`config.mk`:
```
export PLATFORM = sky130hd
export DESIGN_NAME = stream_mux_n1
export DESIGN_NICKNAME = d
export VERILOG_FILES = /design/src/rtl/stream_mux_n1.sv
export SDC_FILE = /design/constraint.sdc
export NUM_CORES = 1
export LEC_CHECK = 0
export CORE_MARGIN = 5
export CORE_UTILIZATION = 40
export DETAILED_ROUTE_END_ITERATION = 6
export GPL_TIMING_DRIVEN = 0
export HOLD_SLACK_MARGIN = 0.03
export PLACE_DENSITY = 0.8
export SYNTH_ARGS = -nofsm -noshare
export SYNTH_HDL_FRONTEND = slang
export SYNTH_SLANG_ARGS = --single-unit
```
`constraint.sdc`:
```
create_clock -name i_CLK -period 5.9 [get_ports i_CLK]
set_clock_uncertainty 0.1 [all_clocks]
set_input_delay 1.77 -clock i_CLK [delete_from_list [all_inputs] [get_ports i_CLK]]
set_output_delay 1.77 -clock i_CLK [all_outputs]
set_load 0.01 [all_outputs]
```
`src/rtl/stream_mux_n1.sv`:
```
// rtl/stream_mux_n1.sv - N:1 valid/ready stream mux with packet lock and registered output
//
// Selects one of CHANNELS producer streams by fixed index (i_SEL) or round-robin
// (i_RR_EN=1). Once a packet has started, the mux stays on its channel until that
// packet's last beat. The output is a single registered beat.
//
// Ports:
//   i_CLK, i_RST_N      clock, synchronous active-low reset
//   i_DATA              channel k data at [k*WIDTH +: WIDTH]
//   i_VALID, i_LAST     per-channel beat valid / end-of-packet
//   o_READY             per-channel ready (one-hot or zero)
//   i_SEL, i_RR_EN      channel index for select mode / round-robin enable
//   o_DATA, o_LAST      output beat data / end-of-packet
//   o_CH                source channel of the output beat
//   o_VALID, i_READY    output handshake
module stream_mux_n1 #(
    parameter int CHANNELS = 4,
    parameter int WIDTH    = 8,
    parameter int SEL_W    = $clog2(CHANNELS)
) (
    input  logic                      i_CLK,
    input  logic                      i_RST_N,
    input  logic [CHANNELS*WIDTH-1:0] i_DATA,
    input  logic [CHANNELS-1:0]       i_VALID,
    input  logic [CHANNELS-1:0]       i_LAST,
    output logic [CHANNELS-1:0]       o_READY,
    input  logic [SEL_W-1:0]          i_SEL,
    input  logic                      i_RR_EN,
    output logic [WIDTH-1:0]          o_DATA,
    output logic                      o_LAST,
    output logic [SEL_W-1:0]          o_CH,
    output logic                      o_VALID,
    input  logic                      i_READY
);

    // One extra bit so channel arithmetic never overflows for non-power-of-2 counts.
    localparam logic [SEL_W:0] CH_COUNT = (SEL_W+1)'(CHANNELS);
    localparam logic [SEL_W:0] CH_LAST  = CH_COUNT - (SEL_W+1)'(1);

    typedef enum logic {
        ST_IDLE   = 1'b0,
        ST_LOCKED = 1'b1
    } lock_state_t;

    lock_state_t         state;
    lock_state_t         state_next;
    logic [SEL_W-1:0]    lock_ch;
    logic [SEL_W-1:0]    lock_ch_next;
    logic [SEL_W-1:0]    rr_ptr;

    logic                grant_vld;
    logic [SEL_W-1:0]    grant_ch;
    logic [SEL_W:0]      cand;
    logic [CHANNELS-1:0] grant_oh;
    logic                can_load;
    logic                xfer;
    logic                xfer_last;
    logic [WIDTH-1:0]    xfer_data;

    assign can_load  = ~o_VALID | i_READY;
    assign grant_oh  = grant_vld ? (CHANNELS'(1) << grant_ch) : '0;
    assign o_READY   = (i_RST_N & can_load) ? grant_oh : '0;
    assign xfer      = |(i_VALID & o_READY);
    assign xfer_last = i_LAST[grant_ch];
    assign xfer_data = i_DATA[int'(grant_ch) * WIDTH +: WIDTH];

    // Lock state, locked channel and round-robin pointer.
    always_ff @(posedge i_CLK) begin
        if (!i_RST_N) begin
            state   <= ST_IDLE;
            lock_ch <= '0;
            rr_ptr  <= '0;
        end else begin
            state   <= state_next;
            lock_ch <= lock_ch_next;
            // Pointer advances past the channel that just finished a packet.
            if (xfer && xfer_last) begin
                rr_ptr <= ({1'b0, grant_ch} == CH_LAST) ? '0 : grant_ch + SEL_W'(1);
            end
        end
    end

    // Next-state: a non-last beat opens (or continues) a lock, a last beat releases it.
    always_comb begin
        state_next   = state;
        lock_ch_next = lock_ch;
        if (xfer) begin
            if (xfer_last) begin
                state_next = ST_IDLE;
            end else begin
                state_next   = ST_LOCKED;
                lock_ch_next = grant_ch;
            end
        end
    end

    // Grant: locked channel wins; otherwise fixed select or round-robin search.
    always_comb begin
        grant_vld = 1'b0;
        grant_ch  = '0;
        cand      = '0;
        if (state == ST_LOCKED) begin
            grant_vld = 1'b1;
            grant_ch  = lock_ch;
        end else if (!i_RR_EN) begin
            if ({1'b0, i_SEL} < CH_COUNT) begin
                grant_vld = 1'b1;
                grant_ch  = i_SEL;
            end
        end else begin
            // Walk offsets from far to near so the nearest valid channel after
            // rr_ptr is the one left standing.
            for (int i = CHANNELS - 1; i >= 0; i--) begin
                cand = {1'b0, rr_ptr} + (SEL_W+1)'(i);
                if (cand >= CH_COUNT) begin
                    cand = cand - CH_COUNT;
                end
                if (i_VALID[cand[SEL_W-1:0]]) begin
                    grant_vld = 1'b1;
                    grant_ch  = cand[SEL_W-1:0];
                end
            end
        end
    end

    // Output beat register; payload holds when nothing new is loaded.
    always_ff @(posedge i_CLK) begin
        if (!i_RST_N) begin
            o_VALID <= 1'b0;
            o_DATA  <= '0;
            o_LAST  <= 1'b0;
            o_CH    <= '0;
        end else if (xfer) begin
            o_VALID <= 1'b1;
            o_DATA  <= xfer_data;
            o_LAST  <= xfer_last;
            o_CH    <= grant_ch;
        end else if (i_READY) begin
            o_VALID <= 1'b0;
        end
    end

endmodule

```
# [Word level (Yosys, flattened, before mapping)]
# Index checks and enable logic that the tools add are counted.
[totals] output_inout_bits=16 in_bits=46 reg_bits=17 wordCells=76
[op_classes] eq_ne=1 addsub=8 n_reduce_logical=4 order_cmp=9 muxes=40 n_shift=2 bitwise=5
[ops] op="2-bit two-way mux" count=19
[ops] op="32-bit by 6-bit indexed part select with 8-bit output" count=1
[ops] op="2-bit by 3-bit less-than comparator with 1-bit output, second input constant" count=5
[ops] op="1-bit two-way mux" count=14
[ops] op="1-bit binary-select mux with 2-bit select" count=5
[ops] op="3-bit >= comparator, second input constant" count=3
[ops] op="4-bit two-way mux" count=2
[ops] op="2-bit by 1-bit subtractor with 2-bit output, second input constant" count=4
[ops] op="2-bit by 2-bit adder with 3-bit output, second input constant" count=2
[ops] op="4-bit AND" count=1
[ops] op="4-bit OR reduction" count=1
[ops] op="1-bit by 2-bit left shift with 4-bit output, first input constant" count=1
[ops] op="2-bit by 1-bit adder with 3-bit output, second input constant" count=1
[ops] op="2-bit by 3-bit >= comparator with 1-bit output, second input constant" count=1
[ops] op="2-bit by 1-bit adder with 2-bit output, second input constant" count=1
[ops] op="2-bit == test, second input constant" count=1
[ops] op="1-bit inverter" count=2
[ops] op="2-bit AND reduction" count=1
[ops] op="2-bit nonzero test" count=1
[ops] op="1-bit AND" count=1
[ops] op="1-bit logical AND" count=1
[ops] op="1-bit OR" count=1

# [Depth between registers and ports, before layout]
[depth] ltp_word=19 ltp_mapped=13 depth_no_buf=9

# [Worst setup path after synthesis]
# Ideal clock, no wire load.
[synth_timing] path_kind="input-to-output" startpoint="input port i_RR_EN" endpoint="output port o_READY[3]" path_buffers=2 arrival_time_ps=3055 slack_ps=975 path_stages=9 cell_sequence="nor2b_1 > o221ai_1 > o21a_1 > buf_6 > buf_2 > inv_1 > ha_1 > inv_1 > nor2_1"
[synth_via] elab_chain_len=5
[synth_lines] element="from (decl)" line="28" text="input logic i_RR_EN,"
[synth_lines] element="2-bit two-way mux" line="105" text="end else if (!i_RR_EN) begin"
[synth_lines] element="2-bit two-way mux" line="102" text="if (state == ST_LOCKED) begin"
[synth_lines] element="1-bit by 2-bit left shift with 4-bit output" line="61" text="assign grant_oh = grant_vld ? (CHANNELS'(1) << grant_ch) : '0;"
[synth_lines] element="4-bit two-way mux (*)" line="61"
[synth_lines] element="4-bit two-way mux (*)" line="62" text="assign o_READY = (i_RST_N & can_load) ? grant_oh : '0;"
[synth_lines] element="to (decl)" line="26" text="output logic [CHANNELS-1:0] o_READY,"
# Every way passes the cells marked *; elsewhere a longest branch is shown, timed or not.

# [Worst setup path in the final report]
[layout_timing] startpoint="input port i_VALID[1]" endpoint="output port o_READY[2]"
[layout_via] elab_chain_len=11
[layout_lines] element="from (decl)" line="24" text="input logic [CHANNELS-1:0] i_VALID,"
[layout_lines] element="1-bit binary-select mux with 2-bit select" line="118" text="if (i_VALID[cand[SEL_W-1:0]]) begin"
[layout_lines] element="1-bit two-way mux (implied by the code)" line="118"
[layout_lines] element="2-bit two-way mux (4 in series)" line="118"
[layout_lines] element="2-bit two-way mux" line="105"
[layout_lines] element="2-bit two-way mux" line="102"
[layout_lines] element="1-bit by 2-bit left shift with 4-bit output" line="61"
[layout_lines] element="4-bit two-way mux (*)" line="61"
[layout_lines] element="4-bit two-way mux (*)" line="62"
# Every way passes the cells marked *; elsewhere a longest branch is shown, timed or not. The select of a mux whose other input is x is not followed.

==> impl_results.md <==
- Sequential cell area: 340 µm²
- Root Buffer Master: clkbuf_4
- Netlist cell types: 34
- Final worst-path cycle share: 97.7%
- Layout fillers: 254
- Worst setup SP type: input pin
- Required @ worst endpoint: 4030 ps
- Drt wl/cell: 14.6 µm
- Yosys warning count: 0
- Min cycle time layout: 5770 ps
- Post-synth top area share: roughly 27%
- Initial antenna violation count: 0
- Die X: 65.7 µm
- Residual DRC: 0
- Unrepaired setup endpoints after global routing: false
- Area growth from synthesis to layout: 56.3%
- Max Slew Vio Count: 0
- DR vias: 1292
- # setup viols final: 0
- Fin util: 64.6%
- Io pins: 62
- Diode count: 0
- CTS buffer count: 3
- Syn Inst Count: 141
- H-tree depth: 1
- Worst VDD drop: 0.000162 V
- Gr ovfl total: 0
- Most frequent cells after synthesis: mux2i_1 (19), dfxtp_1 (17), nand3_1 (13)
- Sequential share of the synthesized area: a little over a quarter
- IO buf count: 60
- Footprint of the multi-input gates: 818 µm²
- Detailed Routing Iterations Pass 1: 4
- Fmax: 0.173 GHz
- Leak: 0.775 nW
- Core area: 3000 µm²
- Crit path DAT: 3900 ps
- Die Span Y: approximately 66 µm
- Total of max-cap violations: 0
- # rows: 20
- Final nets: approximately 260
- Mapped Area: 1240 µm²
- Routability cong.: 0.859
- Avg Synthesized Cell Area: a little under 9 µm²
- Pwr Density: 262 nW/µm²
- Flops & latches, synth: 17
- Die Area: 4320 µm²
- Clk_lat worst skew: 290 ps
- Crit Path Max Fanout: 11
- Worst Max-Slew Pin Slew: 418 ps
- Status: complete, no violations
- Net Count, Synth: roughly 190
- Final wirelength: 3.50 mm
- Vias in the first global route: around 1400
- Initial DRC Count: 65
- Synth area leaders: dfxtp_1 (27%), mux2i_1 (15%), mux2_2 (7.3%)
- CTS tree: built
- CP Class: in2out
- Critical Path End Type: primary output
- First-pass GRT wire length: 5.80 mm
- Finished Layout Cells: 239
- DPL Wire Length: 2.77 mm
- Sink Count: 17
- Slew headroom: 72.2%
- Starting density of the core: 41.3%
- Most common cell in the netlist: mux2i_1
- Inst Count DP: 234
- HP Class: reg2reg
- Final Hold Viols: 0
- Largest net degree at the start of global routing: 16
- Biggest area consumer among synthesized cells: dfxtp_1
- Layout cells sized above 1: between 10% and 20%
- Via density: 5.41
- Post-synth ARST share: 0%
- Reg clk slew, reported paths: 100 ps
- Main synth FF type: dfxtp_1
- Number of synthesized flops with an enable pin: 0
- Hold WS: 368 ps
- Total power: 0.000508 W
- Clock Path Buffers: 2
- GR Util All Layers: 17.4%
- Post-route ant nets: 0
[kinds of logic after synthesis]
logic type	share of synthesized area (%)
fa+ha+maj	2.02
compound gates	17.4
flops	27.4
mux	26.2
buf+inv	8.37
simple gates	18.5
[per-stage QoR]
stage / cell area (µm²) / setup TNS [ps] / setup WS, ps
floorplan: 1240 / 0 / 975
global placement: 1880 / -429 / -204
detailed placement: 1880 / -670 / -252
CTS: 1930 / 0 / 3.26
global route: 1940 / 0 / 18.1
finish: 1940 / 0 / 134
[power breakdown]
part / internal (W) / switching [W]
sequential: 0.000140 / 0.0000182
clock: 0.0000263 / 0.0000354
combinational: 0.000158 / 0.000130
[worst paths after layout]
kind         slack, ps          to  depth (start not counted)       start
max                130  o_READY[2]                          9  i_VALID[1]
min                370   o_DATA[7]                          2   o_DATA[7]
max reg2reg       3230      o_LAST                         12   rr_ptr[1]
min reg2reg        370   o_DATA[7]                          2   o_DATA[7]
[critical path: stages]
cell	delay, ps
clkdlybuf4s50_1	530
o31ai_4	310
a221oi_4	110
nor2_4	120
buf_6	180
ha_1	180
inv_1	40
nor2_1	90
clkdlybuf4s50_1	550
[per-layer routing]
layer / global-route usage (%) / vias up / share of wire, %
met1: 19.3 / 582 / 40
met2: 28.3 / 67 / 46
met3: 7.01 / 6 / 13
met4: 9.07 / 0 / 1.7
li1: - / 637 / -
met5: 0 / - / 0
[sequential cells by signal, indices dropped and copies added (netlist names)]
register and flops:
o_CH 2, rr_ptr 2, state 1, o_VALID 1
o_DATA 8, o_LAST 1, lock_ch 2
[layout by cell type, fill, tap and decap left out, drive strengths merged, types with 2 or more instances in the layout]
cell type	instances
o21a	2
inv	8
a21oi	4
nand2b	3
mux2i	19
nor2	10
dfxtp	17
mux4	2
a21o	2
nor3	2
a21boi	2
ha	2
clkdlybuf4s50	56
nand3	13
o21ai	15
a22oi	2
mux2	8
buf	9
clkbuf	5
nor2b	5
dlygate4sd2	3
nand2	7
[final cells by class]
cell class,instances,area share [%]
multi-input combinational,107,42.2
buffer,8,3.55
clock buffer,4,1.35
sequential,17,17.5
timing repair buffer,62,31.7
tap,33,2.13
inverter,8,1.55
[repair_timing]
action	in CTS	in global routing
gates resized for setup	7	2
pin swaps	2	0
hold buffers	0	0
cloned	0	0
setup endpoints to repair	4	2
buffers inserted	2	0
No activity file was read; power rests on OpenSTA's default activity.
